### config.mk
export PLATFORM = sky130hd
export DESIGN_NAME = pc_ir_stack_unit
export DESIGN_NICKNAME = d
export VERILOG_FILES = /design/src/rtl/pc_ir_stack_unit.sv
export SDC_FILE = /design/constraint.sdc
export NUM_CORES = 1
export LEC_CHECK = 0
export CORE_MARGIN = 3
export CORE_UTILIZATION = 58
export DETAILED_ROUTE_END_ITERATION = 16
export PLACE_DENSITY = 0.84
export SETUP_SLACK_MARGIN = 0.5
export SYNTH_ARGS = -nofsm -noshare
export SYNTH_HDL_FRONTEND = slang
export SYNTH_SLANG_ARGS = --single-unit
### constraint.sdc
create_clock -name clk -period 5.8 [get_ports clk]
set_input_delay 0.87 -clock clk [delete_from_list [all_inputs] [get_ports clk]]
set_output_delay 0.87 -clock clk [all_outputs]
set_load 0.1 [all_outputs]
### src/rtl/pc_ir_stack_unit.sv
// Control-unit sequencing datapath: IR, 9-bit PC with return-address load mux, {PC,flags} return stack.
// Registers update one clk edge after a strobe and outputs are combinational; PC_IR_STACK_GUARD_EN enables sticky overflow/underflow guards.
module pc_ir_stack_unit #(
  parameter int STACK_DEPTH = 8
) (
  input  logic        clk,
  input  logic        rst,
  input  logic        ir_load,
  input  logic [15:0] ir_in,
  output logic [15:0] ir_out,
  input  logic        pc_load,
  input  logic        pc_inc,
  input  logic        pc_en_out,
  output logic [8:0]  pc_out,
  output logic [8:0]  pc_bus,
  input  logic        push_en,
  input  logic        pop_en,
  input  logic [3:0]  flags_in,
  output logic [8:0]  stack_pc_out,
  output logic [3:0]  stack_flags_out,
  output logic        stack_empty,
  output logic        stack_full,
  output logic        stack_overflow,
  output logic        stack_underflow
);
  localparam int AW = $clog2(STACK_DEPTH);
  localparam logic [AW:0]   FULL_DEPTH = (AW+1)'(STACK_DEPTH);
  localparam logic [AW:0]   DEPTH_ONE  = 1;
  localparam logic [AW-1:0] PTR_ONE    = 1;
  localparam logic [4:0]    RET_OPCODE = 5'b10101;

  logic [15:0]   ir_q;
  logic [8:0]    pc_q;
  logic [8:0]    pc_load_val;
  logic [AW:0]   depth_q;
  logic [AW:0]   depth_d;
  logic [12:0]   stack_mem [STACK_DEPTH];
  logic [AW-1:0] wr_ptr;
  logic [AW-1:0] top_ptr;
  logic [12:0]   top_entry;
  logic          do_push;
  logic          do_pop;
  logic          push_ok;
  logic          pop_ok;

  assign ir_out      = ir_q;
  assign pc_out      = pc_q;
  assign pc_bus      = pc_en_out ? pc_q : 9'd0;
  assign stack_empty = (depth_q == '0);
  assign stack_full  = (depth_q == FULL_DEPTH);

  assign wr_ptr          = depth_q[AW-1:0];
  assign top_ptr         = depth_q[AW-1:0] - PTR_ONE;
  assign top_entry       = stack_empty ? 13'd0 : stack_mem[top_ptr];
  assign stack_pc_out    = top_entry[12:4];
  assign stack_flags_out = top_entry[3:0];

  // A return instruction reloads the PC from the entry being popped this cycle.
  assign pc_load_val = (ir_q[15:11] == RET_OPCODE) ? stack_pc_out : ir_q[10:2];

  assign do_push = push_en & ~pop_en;
  assign do_pop  = pop_en & ~push_en;

`ifdef PC_IR_STACK_GUARD_EN
  assign push_ok = do_push & ~stack_full;
`else
  // A push when full lands in slot 0 and the depth wraps to 0.
  assign push_ok = do_push;
`endif
  assign pop_ok = do_pop & ~stack_empty;

  always_comb begin
    depth_d = depth_q;
    if (push_ok) begin
      depth_d = stack_full ? '0 : depth_q + DEPTH_ONE;
    end else if (pop_ok) begin
      depth_d = depth_q - DEPTH_ONE;
    end
  end

  always_ff @(posedge clk) begin
    if (push_ok) begin
      stack_mem[wr_ptr] <= {pc_q, flags_in};
    end
  end

  always_ff @(posedge clk or posedge rst) begin
    if (rst) begin
      ir_q    <= 16'd0;
      pc_q    <= 9'd0;
      depth_q <= '0;
    end else begin
      if (ir_load) begin
        ir_q <= ir_in;
      end
      if (pc_load) begin
        pc_q <= pc_load_val;
      end else if (pc_inc) begin
        pc_q <= pc_q + 9'd1;
      end
      depth_q <= depth_d;
    end
  end

`ifdef PC_IR_STACK_GUARD_EN
  logic ovf_q;
  logic unf_q;

  always_ff @(posedge clk or posedge rst) begin
    if (rst) begin
      ovf_q <= 1'b0;
      unf_q <= 1'b0;
    end else begin
      if (do_push && stack_full) begin
        ovf_q <= 1'b1;
      end
      if (do_pop && stack_empty) begin
        unf_q <= 1'b1;
      end
    end
  end

  assign stack_overflow  = ovf_q;
  assign stack_underflow = unf_q;
`else
  assign stack_overflow  = 1'b0;
  assign stack_underflow = 1'b0;
`endif

endmodule

==> run_results.csv <==
group,metric,value,unit
layout,post-route-util,75.8,%
clocking,insertion_delay,0.53,ns
min_path,hold_path.class,"flop to flop",
yosys,yosys_warnings,0,
layout,area.sequential,3850,sq um
yosys,synth_common_cells,"104 x edfxtp_1, 29 x dfrtp_1, 21 x mux4_2, 17 x mux2_2, 12 x nand2_1",
floorplanning,start_util,60.2,%
place,numPortBuffers,76,
clocking,cts_setup_buffers,0,
global_routing,overflow,0,
place,place.gp.congestion,0.798,
layout,drive_gt1_share,23.8,%
yosys,yosys.area.top_type_share,55.9,%
clocking,cts-resized-gates,0,
yosys,async_reset_ff_share,21.8,%
setup_path,criticalPathCategory,"flop to output port",
floorplanning,num_rows,35,
layout,final_cells,554,
yosys,syn_inst,323,
global_routing,gr-usage-all-layers,25.2,%
yosys,synth_area_per_cell,17.3,sq um
clocking,clockRootBuffer,"clkbuf_8",
setup_path,start_kind,"flop",
routing,dr.max_layer_used,"met4",
sta,tightest_slew,1.02,ns
sta,setup_viol,0,
layout,area_growth,26.1,%
layout,diodes,0,
yosys,ys_seq_elements,133,
floorplanning,fp.dieH,104,microns
sta,fmax,0.209,GHz
routing,drt_wl_total,12.9,mm
clocking,cts_made_buffers,17,
routing,route.antenna.remaining_nets,0,
run,maxCapViolCount,0,
place,dp_slack,1.54,ns
routing,drc,0,
routing,viasPerCell,6.09,
yosys,synth_top_cell_by_area,"edfxtp_1",
sta,fin_setup_tns,0,ns
clocking,hold_buffers,0,
layout,nFillCells,534,
routing,wl_met3,727,microns
yosys,synth_edf_count,104,
place,post-dp-hpwl,7.92,mm
global_routing,first_global_vias,3541,
routing,wl_met1,5.01,mm
yosys,syn_area,5590,sq um
setup_path,cp_data_arrival_time,3.93,ns
global_routing,antenna_found_initial,0,
yosys,synth_most_common_cell,"edfxtp_1",
clocking,cts.reportedPaths.clkPinSlew,0.06,ns
routing,wl_per_cell,23.3,microns
floorplanning,die_x,104,microns
sta,fin_ws,1.00,ns
setup_path,crit_required,4.93,ns
routing,dr_total_vias,3373,
setup_path,end_kind,"output port",
sta,rsz0062_at_grt,"no",
layout,final_nets,443,
routing,first_iter_violations,316,
sta,skew,0.0147,ns
setup_path,crit_path_cell_trace,"inv_1 > ha_1 > buf_4 > mux4_2 > a22oi_1 > inv_1 > buf_4",
yosys,synth_area_leaders,"edfxtp_1 56%, dfrtp_1 13%, mux4_2 8.5%",
setup_path,crit_path_max_incr_delay,1.01,ns
yosys,yosys.cell_types.count,45,
clocking,cts_max_level,4,
sta,max-slew-margin-rel,32.1,%
setup_path,crit_slowest_cell,"dfrtp_2",
sta,min_period_over_period,82.7,%
clocking,cts_tree,"yes",
outcome,status,"finished clean",
global_routing,grt_pass1_wl,20.3,mm
sta,finalHoldViolCount,0,
yosys,ys_seq_area_share,68.9,%
floorplanning,pin_count,79,
layout,multi_input_area,1620,sq um
sta,min_period,4.80,ns
floorplanning,core,9280,sq um
clocking,cts_sinks,133,
clocking,clockBufferDepth,2,
routing,met2_length,6.97,mm
place,place_inst,522,
sta,drv_slew,0,
global_routing,grt_max_degree,34,
routing,dr.pass1.iters,5,
floorplanning,dieArea,10800,sq um
setup_path,cp_max_fo,33,
yosys,synth_flop_cell,"edfxtp_1",
-- flip-flops by register name (all words and copies together), names as in the netlist --
name,cells
pc_out,9
stack_mem,104
ir_out,16
depth_q,4
-- path summary, 6_finish.rpt --
check,startpoint,cells past startpoint,end,slack (ns)
worst max-delay path,depth_q[0],7,stack_pc_out[5],1.00
worst max register to register,depth_q[0],6,pc_out[5],2.48
max in group asynchronous,rst,3,depth_q[0],4.75
worst min register to register,ir_out[0],1,ir_out[0],0.51
worst min-delay path,ir_out[0],1,ir_out[0],0.51
min in group asynchronous,rst,3,pc_out[1],0.73
-- critical path: cells and delay by family (launching register included) --
kind                     cells  cell delay [ns]
AO/OA/AOI/OAI                1             0.32
adder cells (fa/ha/maj)      1             0.88
buffers and inverters        4             0.87
flip-flops                   1             1.01
multiplexers                 1             0.32
-- per-layer routing --
layer | vias to the layer above | track usage [%]
met5 | - | 0
met4 | 0 | 10.3
met3 | 17 | 5.34
met2 | 127 | 43.1
met1 | 1769 | 31.6
li1 | 1460 | -
-- metrics by stage --
step	hold slack, ns	instance area, sq um
2_1_floorplan	0.544	5590
6_report	0.509	7040
3_3_place_gp	0.490	6470
4_1_cts	0.518	7040
5_1_grt	0.531	7040
3_5_place_dp	0.504	6470
-- cell type report --
cell class / instances / area share [%]
flip-flops and latches: 133 / 54.7
repair buffers: 87 / 11.5
well taps: 129 / 2.29
clock inverters: 15 / 2.17
clock buffers: 17 / 5.88
multi-input cells: 164 / 23.0
inverters: 9 / 0.480
-- placed cells by master, fill, tap and decap left out, drive strengths merged, types with 3 or more instances in the layout --
| cell | Yosys | layout |
|---|---|---|
| nand2b | 6 | 6 |
| nor2 | 10 | 10 |
| ha | 3 | 3 |
| mux2i | 6 | 6 |
| o22ai | 8 | 8 |
| buf | 13 | 24 |
| o21ai | 8 | 8 |
| nor2b | 3 | 3 |
| edfxtp | 104 | 104 |
| a22o | 4 | 4 |
| a22oi | 5 | 5 |
| xnor2 | 5 | 5 |
| nor3 | 7 | 7 |
| dfrtp | 29 | 29 |
| a221oi | 4 | 4 |
| nand2 | 12 | 12 |
| and2 | 10 | 10 |
| clkbuf | 5 | 17 |
| clkinvlp | 0 | 5 |
| mux4 | 26 | 26 |
| nand4 | 3 | 3 |
| clkdlybuf4s50 | 0 | 63 |
| mux2 | 17 | 17 |
| a21oi | 6 | 6 |
| clkinv | 0 | 4 |
| inv | 9 | 13 |
-- kinds of logic (layout without fill, tap and decap cells) --
family / after synthesis / in the layout / share of synthesized area, %
buffers and inverters: 27 / 128 / 2.64
flip-flops: 133 / 133 / 68.9
adder cells (fa/ha/maj): 3 / 3 / 0.672
AO/OA/AOI/OAI: 44 / 44 / 5.47
multiplexers: 49 / 49 / 15.3
AND/OR/NAND/NOR: 59 / 59 / 5.69
other: 1 / 2 / 0.0671
XOR/XNOR: 7 / 7 / 1.23
Power is left out: the tool's default activity adds up to more than one toggle a clock period on the data nets, which glitch-free logic cannot reach.
